### config.mk
export PLATFORM = sky130hd
export DESIGN_NAME = retire_ctrl
export DESIGN_NICKNAME = d
export VERILOG_FILES = /design/src/rtl/retire_ctrl.sv
export SDC_FILE = /design/constraint.sdc
export NUM_CORES = 1
export LEC_CHECK = 0
export ABC_AREA = 1
export CAP_MARGIN = 20
export CORE_MARGIN = 5
export CORE_UTILIZATION = 38
export CTS_CLUSTER_SIZE = 10
export DETAILED_ROUTE_END_ITERATION = 10
export PLACE_DENSITY = 0.81
export RECOVER_POWER = 100
export SYNTH_ARGS = -nofsm -noshare
export SYNTH_HDL_FRONTEND = slang
export SYNTH_SLANG_ARGS = --single-unit
### constraint.sdc
create_clock -name clock -period 3.5 [get_ports clock]
set_input_delay 0.875 -clock clock [delete_from_list [all_inputs] [get_ports clock]]
set_output_delay 0.875 -clock clock [all_outputs]
set_load 0.005 [all_outputs]
### src/rtl/retire_ctrl.sv
// Retirement controller: picks how many ROB head slots commit each cycle and
// sequences the flush and halt outcomes that a retiring head can trigger.
module retire_ctrl #(
  parameter int N      = 3,
  parameter int CNT_W  = $clog2(N+1),
  parameter int AREG_W = 5,
  parameter int PREG_W = 6
) (
  input  logic                clock,
  input  logic                reset,
  input  logic [CNT_W-1:0]    head_valid_cnt,
  input  logic [N-1:0]        head_complete,
  input  logic [N-1:0]        head_exception,
  input  logic [N-1:0]        head_halt,
  input  logic [N-1:0]        head_is_store,
  input  logic [N-1:0]        head_has_dest,
  input  logic [N*AREG_W-1:0] head_areg,
  input  logic [N*PREG_W-1:0] head_preg,
  input  logic [N*PREG_W-1:0] head_old_preg,
  input  logic                store_ready,
  input  logic                retire_stall,
  output logic [CNT_W-1:0]    num_retiring,
  output logic [N-1:0]        amap_we,
  output logic [N*AREG_W-1:0] amap_areg,
  output logic [N*PREG_W-1:0] amap_preg,
  output logic [N-1:0]        free_valid,
  output logic                store_commit,
  output logic                flush,
  output logic                halted,
  output logic [31:0]         retired_total
);

  typedef enum logic [1:0] {RUN, FLUSH, HALTED} state_t;

  state_t             state_q, state_d;
  logic               flush_q, flush_d;
  logic               halted_q, halted_d;
  logic [31:0]        retired_total_q, retired_total_d;

  logic [CNT_W-1:0]   valid_n;
  logic [CNT_W-1:0]   k;
  logic [N-1:0]       we;
  logic               open;
  logic               seen_store;
  logic               take_exc;
  logic               take_halt;

  // The free list consumes head_old_preg directly; free_valid is the only qualifier.
  logic unused_old_preg;
  assign unused_old_preg = ^head_old_preg;

  // Walk the head oldest-first; the prefix closes at the first slot that cannot
  // retire, and a halt closes it right after being included.
  always_comb begin
    valid_n    = (head_valid_cnt > CNT_W'(N)) ? CNT_W'(N) : head_valid_cnt;
    k          = '0;
    we         = '0;
    seen_store = 1'b0;
    take_exc   = 1'b0;
    take_halt  = 1'b0;
    open       = (state_q == RUN) && !retire_stall;
    for (int i = 0; i < N; i++) begin
      if (open) begin
        if (CNT_W'(i) >= valid_n || !head_complete[i]) begin
          open = 1'b0;
        end else if (head_exception[i]) begin
          open     = 1'b0;
          take_exc = 1'b1;
        end else if (head_is_store[i] && (seen_store || !store_ready)) begin
          open = 1'b0;
        end else begin
          k     = k + CNT_W'(1);
          we[i] = head_has_dest[i];
          if (head_is_store[i]) seen_store = 1'b1;
          if (head_halt[i]) begin
            take_halt = 1'b1;
            open      = 1'b0;
          end
        end
      end
    end
  end

  always_comb begin
    state_d = state_q;
    case (state_q)
      RUN:     if (take_halt) state_d = HALTED;
               else if (take_exc) state_d = FLUSH;
      FLUSH:   state_d = RUN;
      HALTED:  state_d = HALTED;
      default: state_d = RUN;
    endcase
    flush_d         = (state_d == FLUSH);
    halted_d        = (state_d == HALTED);
    retired_total_d = retired_total_q + 32'(k);
  end

  always_ff @(posedge clock) begin
    if (reset) begin
      state_q         <= RUN;
      flush_q         <= 1'b0;
      halted_q        <= 1'b0;
      retired_total_q <= '0;
    end else begin
      state_q         <= state_d;
      flush_q         <= flush_d;
      halted_q        <= halted_d;
      retired_total_q <= retired_total_d;
    end
  end

  assign num_retiring  = k;
  assign amap_we       = we;
  assign free_valid    = we;
  assign amap_areg     = head_areg;
  assign amap_preg     = head_preg;
  assign store_commit  = seen_store;
  assign flush         = flush_q;
  assign halted        = halted_q;
  assign retired_total = retired_total_q;

endmodule

==> results of run 1 <==
-- kinds of logic (layout without fill, tap and decap cells) --
kind of cell	Yosys count	in the layout	synth area share, %
flops	36	36	29.2
compound gates	36	36	8.51
simple gates	200	200	39.6
buf+inv	91	179	19.3
xor+xnor	3	3	1.06
fa+ha+maj	4	4	2.33
-- per-stage QoR --
step | setup TNS [ns] | util (%)
after floorplan | 0 | -
after global placement | -12.38 | 49.7
after detailed placement | -15.96 | 49.7
after CTS | 0 | 54.9
after global routing | -0.930 | 57.2
final | 0 | 57.2
-- final cells by class --
cell class	count	area, um^2
Fill cell	532	2720
Multi-Input combinational cell	243	1450
Timing Repair Buffer	119	1040
Sequential cell	36	721
Inverter	52	198
Clock buffer	7	96.3
Tap cell	77	96.3
Clock inverter	1	30.0
-- worst reg2reg max path, cell delays in order (launching register included) --
cell     delay (ns)
dfxtp_1        0.32
inv_1          0.07
nand2_1        0.08
nor2_2         0.13
nand3_2        0.09
nand2_1        0.08
nand2_2        0.08
ha_4           0.24
o21ai_1        0.15
inv_1          0.10
nand2_2        0.09
inv_2          0.05
nor2_4         0.11
ha_4           0.15
fa_2           0.22
nand2_2        0.08
nor2_4         0.15
nand2_2        0.08
nor2_4         0.11
nand3_2        0.08
inv_2          0.09
nand2_4        0.06
inv_4          0.07
nand3_1        0.05
and3_1         0.16
-- worst min path at each step --
stage | startpoint | end | cells past startpoint
after floorplan | retired_total[31] | retired_total[31] | 2
after global placement | retired_total[31] | retired_total[31] | 2
after detailed placement | retired_total[31] | retired_total[31] | 2
after CTS | retired_total[31] | retired_total[31] | 2
after global routing | retired_total[31] | retired_total[31] | 2
final | retired_total[31] | retired_total[31] | 2
-- sequential cells by signal, indices dropped and copies added (netlist names) --
name	count
state_q	2
halted	1
retired_total	32
flush	1
-- what timing repair did --
item,4_1_cts,5_1_grt
pin swaps,24,26
setup endpoints to repair,35,34
gates resized for setup,52,39
hold endpoints to repair,0,0
buffers inserted,17,7
-- placed cells by master (no fill, tap or decap), types with 4 or more instances in the layout --
| cell type | Yosys | final |
|---|---|---|
| dlygate4sd3_1 | 0 | 34 |
| clkdlybuf4s15_1 | 0 | 4 |
| inv_1 | 49 | 45 |
| dfxtp_1 | 36 | 36 |
| nand3_1 | 14 | 13 |
| nor2_4 | 4 | 9 |
| buf_4 | 36 | 53 |
| o21ai_0 | 7 | 6 |
| nor2_2 | 3 | 10 |
| nand2_1 | 77 | 65 |
| buf_6 | 0 | 4 |
| nor3_1 | 18 | 16 |
| clkbuf_8 | 0 | 7 |
| clkdlybuf4s50_1 | 0 | 14 |
| inv_2 | 2 | 6 |
| nand3_2 | 3 | 4 |
| nand2_2 | 4 | 14 |
| a21oi_1 | 20 | 20 |
| nand4_1 | 7 | 7 |
| or2_0 | 8 | 8 |
| nor2_1 | 48 | 36 |
| nor3_2 | 3 | 4 |
-- power breakdown --
group | switching (mW) | internal [mW] | total (mW) | leakage (nW)
Sequential | 0.00119 | 0.411 | 0.412 | 0.290
Combinational | 0.0460 | 0.0496 | 0.0956 | 1.23
Clock | 0.155 | 0.252 | 0.406 | 0.0645
-- metal layers --
metal  global-route usage, %  part of all wire [%]  vias to the layer above
met5                       0                     0                        -
met4                    7.69                   3.4                        0
met3                    6.08                   7.8                       28
met2                    31.4                    52                      101
met1                    17.3                    37                     1236
li1                        -                     -                     1318
==> results.toml, run 1 <==
[timing]
max_freq_ghz = 0.291
final.setup_skew_ns = 0.00723
worstMarginPinSlew_ns = 0.489
hold_viol = 0
worst_slew_margin_rel_pct = 67.1
period_share_pct = 98.1
period_needed_ns = 3.43
setup_slack_ns = 0.0680
final.hold.worst_slack_ns = 0.477
final-max-slew-violation-count = 0
timing.final.setup_violations = 0

[routing]
routedWlPerCell_um = 13.9
remaining_drc_errors = 0
drtIter0Drc = 119
drt_wl_total_um = 7450
dr_total_vias = 2683
number_of_optimization_iterations_in_the_first_detailed_route_pass = 4
viasPerCell = 5.01
drt.antenna.violating_nets = 0

[worst_setup_path]
r2r_cells = 24
critPathArrivalTime_ns = 2.56
rr_startpoint = "state_q[1]"
worstPathRequired_ns = 2.62
timing.reg2reg.setup_slack_ns = 0.49
crit-reg2reg-capture = "retired_total[22]"
critPathCaptureType = "output pin"
timing.critical_path.fanout_max = 2
criticalPathCategory = "input pin to output pin"
critical-path-top-delay-family = "buffers and inverters"
critical_path_source_type = "input pin"
most_frequent_cp_cell = "buf_4"
worstPathBufferInverterCount = 7
crit_path_end = "store_commit"
worstPathCellList = "clkdlybuf4s15_1 > buf_4 > inv_2 > nand2_1 > nand2_2 > buf_4 > nor3_4 > buf_4 > buf_4 > nand3_1 > nor2_1 > nand3_1 > nand3_1 > buf_2"
crit_path_max_incr_delay_ns = 0.22
setup.worst_path.start = "store_ready"
cp_slowest_cell = "nor2_1"
worst-path-stages = 14

[die]
num_io_pins = 148
coreArea_mm2 = 0.00635
fp-row-count = 29
die_h_um = 90.6
dieArea_mm2 = 0.00822
floorplan.die.width_um = 90.6
initial_core_util_pct = 38.9

[logic_synthesis]
synth.cell_area_mm2 = 0.00247
postSynthRegisterBits = 36
post_synth_num_cell_types = 35
synth-edff-count = 0
synthArstFlopShare_pct = 0
yosysTopAreaCellShare_pct = 29.2
synth.yosys.warnings = 0
seq_area_frac_synth_pct = 29.2
yosys-top-cells-area = "dfxtp_1 (29%), nand2_1 (12%), buf_4 (11%)"
postSynthCellCount = 370
synthMostInstantiatedCell = "nand2_1"
yosysTopAreaCell = "dfxtp_1"
top_flip_flop_cell_by_instance_count_after_synthesis = "dfxtp_1"
postSynthNetCount = 446
post_synth_most_frequent_cells = "nand2_1 (77), inv_1 (49), nor2_1 (48)"
synth.avg_cell_area_um2 = 6.68

[power]
power_leakage_nw = 1.58
power.density_mw_per_mm2 = 252
report.power.total_mw = 0.914
worst_ir_drop_vdd_mv = 0.221

[clock_network]
cts_root_buf = "clkbuf_8"
cts.sink_count = 36
tritoncts_clock_tree = "built"
numCtsBuffers = 5
cts-root-to-sink-buffers = 2
clk_slew_on_worst_s_h_paths_ns = 0.07
hold_fix_buffer_count_after_cts = 0
clock_insertion_delay_at_the_later_pin_of_the_skew_report_ns = 0.29
cts_htree_levels = 2

[placed_design]
port-buffer-count = 63
place.detailed.hpwl_um = 5100
pre_cts_slack_ns = -0.641
place_congestion = 0.915
place_inst = 503
postPlaceCellArea_mm2 = 0.00316

[cells_and_area]
antenna_cells = 0
non_filler_instance_count_after_layout = 535
postLayoutCellArea_mm2 = 0.00363
post_route_cells_drive_above_1_share_pct = 29.0
area.growth.synth_to_final_pct = 47.1
nets = 533

[grt]
grt_remaining_overflow = 0
number_of_antenna_violations_at_the_first_check_in_global_routing = 0
grt_pass1_wl_um = 11800
first_global_vias = 2725
total_routing_usage_reported_by_global_routing_pct = 17.2
maximum_number_of_pins_on_one_net_before_global_route_repair = 27

[run_status]
run_status = "finished clean"

[run]
drv_cap = 0

[min_path]
worst_min_path_class = "flip-flop to flip-flop"
No activity file was read; power rests on OpenSTA's default activity.
==> run 2: changes to the inputs <==
--- a/config.mk
+++ b/config.mk
@@ -8,10 +8,10 @@
 export ABC_AREA = 1
 export CAP_MARGIN = 20
 export CORE_MARGIN = 5
-export CORE_UTILIZATION = 38
+export CORE_UTILIZATION = 41
 export CTS_CLUSTER_SIZE = 10
 export DETAILED_ROUTE_END_ITERATION = 10
-export PLACE_DENSITY = 0.81
+export DONT_BUFFER_PORTS = 1
 export RECOVER_POWER = 100
 export SYNTH_ARGS = -nofsm -noshare
 export SYNTH_HDL_FRONTEND = slang
==> run 2 against run 1 <==
Compared with the run above:
- sequential power hardly changed
- die area is 6.5% lower
- utilization is 15 points lower
- critical path depth is 1 lower
- routed wire length is 25% lower
- sequential cell count stayed put
- via count is 20% lower
- clock-buffer cell count is 1 lower
- worst setup slack better by 0.17 ns
- highest routed layer unchanged
- combinational power is 68% lower
- clock power is 11% lower
==> results.toml, run 2 (synthesis results as in run 1) <==
[clock_network]
clock_insertion_delay_at_the_later_pin_of_the_skew_report_ns = 0.29
cts_root_buf = "clkbuf_8"
cts.sink_count = 36
tritoncts_clock_tree = "built"
hold_fix_buffer_count_after_cts = 0
clk_slew_on_worst_s_h_paths_ns = 0.07
cts_htree_levels = 2
cts-root-to-sink-buffers = 2
numCtsBuffers = 5

[routing]
viasPerCell = 4.97
remaining_drc_errors = 0
drtIter0Drc = 66
routedWlPerCell_um = 12.9
number_of_optimization_iterations_in_the_first_detailed_route_pass = 4
drt.antenna.violating_nets = 0
dr_total_vias = 2157
drt_wl_total_um = 5620

[worst_setup_path]
cp_slowest_cell = "nor3_1"
crit_path_max_incr_delay_ns = 0.19
criticalPathCategory = "input pin to output pin"
worst-path-stages = 13
critPathCaptureType = "output pin"
critical_path_source_type = "input pin"
crit_path_end = "num_retiring[1]"
crit-reg2reg-capture = "retired_total[22]"
worstPathBufferInverterCount = 5
r2r_cells = 24
most_frequent_cp_cell = "nand2_1"
setup.worst_path.start = "head_complete[0]"
critPathArrivalTime_ns = 2.39
critical-path-top-delay-family = "simple AND/OR/NAND/NOR gates"
worstPathRequired_ns = 2.62
timing.reg2reg.setup_slack_ns = 0.49
rr_startpoint = "state_q[1]"
worstPathCellList = "inv_1 > nor2_1 > nand3_1 > clkbuf_1 > nor3_1 > nand4_1 > nor2_1 > nand2_1 > inv_1 > nand2_1 > nand2_1 > clkbuf_4 > buf_4"
timing.critical_path.fanout_max = 3

[die]
initial_core_util_pct = 42.0
fp-row-count = 28
floorplan.die.width_um = 87.6
coreArea_mm2 = 0.00589
dieArea_mm2 = 0.00768
die_h_um = 87.6
num_io_pins = 148

[timing]
max_freq_ghz = 0.307
final-max-slew-violation-count = 0
final.setup_skew_ns = 0.00640
final.hold.worst_slack_ns = 0.497
period_share_pct = 93.2
period_needed_ns = 3.26
timing.final.setup_violations = 0
worstMarginPinSlew_ns = 0.401
worst_slew_margin_rel_pct = 73.2
grt_setup_unrepaired = "no"
hold_viol = 0

[power]
power_leakage_nw = 0.965
report.power.total_mw = 0.803
power.density_mw_per_mm2 = 320
worst_ir_drop_vdd_mv = 0.160

[cells_and_area]
layout.filler_cells = 654
antenna_cells = 0
post_route_cells_drive_above_1_share_pct = 12.5
non_filler_instance_count_after_layout = 434
layout.cells.most_common = "nand2_1"
postLayoutCellArea_mm2 = 0.00251
nets = 434
area.growth.synth_to_final_pct = 1.67
mostFrequentLayoutCells = "nand2_1 (77), nor2_1 (50), inv_1 (49)"
largest_reg_flops = 32

[grt]
grt_pass1_wl_um = 9380
first_global_vias = 2079
number_of_antenna_violations_at_the_first_check_in_global_routing = 0
total_routing_usage_reported_by_global_routing_pct = 15.4
maximum_number_of_pins_on_one_net_before_global_route_repair = 27
grt_remaining_overflow = 0

[placed_design]
place.detailed.hpwl_um = 4560
place_inst = 426
port-buffer-count = 0
postPlaceCellArea_mm2 = 0.00243
place_congestion = 0.868

[run_status]
run_status = "finished clean"

[run]
drv_cap = 0

[min_path]
worst_min_path_class = "flip-flop to flip-flop"
[run 2: cell types whose count changed in the layout (fill, tap and decap cells not counted), moves of 5 or more]
| cell | before | now |
|---|---|---|
| buf_4 | 53 | 13 |
| dlygate4sd3_1 | 34 | 0 |
| clkdlybuf4s50_1 | 14 | 0 |
| nor2_1 | 36 | 50 |
| nand2_1 | 65 | 77 |
| nand2_2 | 14 | 4 |
| nor2_2 | 10 | 1 |
| nor2_4 | 9 | 4 |
[run 2: metal layers]
layer  track usage (%)  routed length, um
met4              5.72                 90
met5                 0                  0
met3              6.21                487
met1              17.5               2350
met2              26.0               2690
[run 2: worst min-delay path by stage]
| stage | startpoint | slack (ns) | depth (start not counted) | to |
|---|---|---|---|---|
| after CTS | retired_total[31] | 0.50 | 2 | retired_total[31] |
| after detailed placement | retired_total[31] | 0.48 | 2 | retired_total[31] |
| after global placement | retired_total[31] | 0.47 | 2 | retired_total[31] |
| final | retired_total[31] | 0.50 | 2 | retired_total[31] |
| after global routing | retired_total[30] | 0.54 | 2 | retired_total[30] |
| after floorplan | retired_total[31] | 0.47 | 2 | retired_total[31] |
[run 2: repair_timing]
item | CTS | global route
setup endpoints to repair | 0 | 7
resized for setup | 0 | 3
endpoints found under the hold margin | 0 | 0
setup buffers | 0 | 0
[run 2: cell type report]
type	count	area [um^2]	share of cell area, %
clock buffers	6	72.6	2.89
clock inverters	2	35.0	1.39
inverters	52	196	7.82
multi-input cells	243	1250	50.0
flip-flops and latches	36	721	28.7
well taps	75	93.8	3.74
repair buffers	20	139	5.53
[run 2: report_power, final]
part,leakage (nW),switching [mW],total (mW),internal (mW)
Clock,0.0552,0.148,0.360,0.211
Sequential,0.290,0.00118,0.412,0.411
Combinational,0.620,0.0177,0.0309,0.0132
Total,0.965,0.167,0.803,0.636
[run 2: tightest hold or removal path, cell delays in order (launching register included)]
cell,delay (ns)
dfxtp_1,0.34
nand2_1,0.07
a21oi_1,0.05
[run 2: stage by stage]
stage / TNS, ns / utilization (%) / setup slack [ns]
6_report: 0 / 42.7 / 0.240
4_1_cts: 0 / 43.2 / 0.198
5_1_grt: 0 / 42.7 / 0.0100
3_5_place_dp: -0.162 / 41.3 / -0.0859
3_3_place_gp: -0.156 / 41.3 / -0.0759
2_1_floorplan: 0 / - / 0.0744
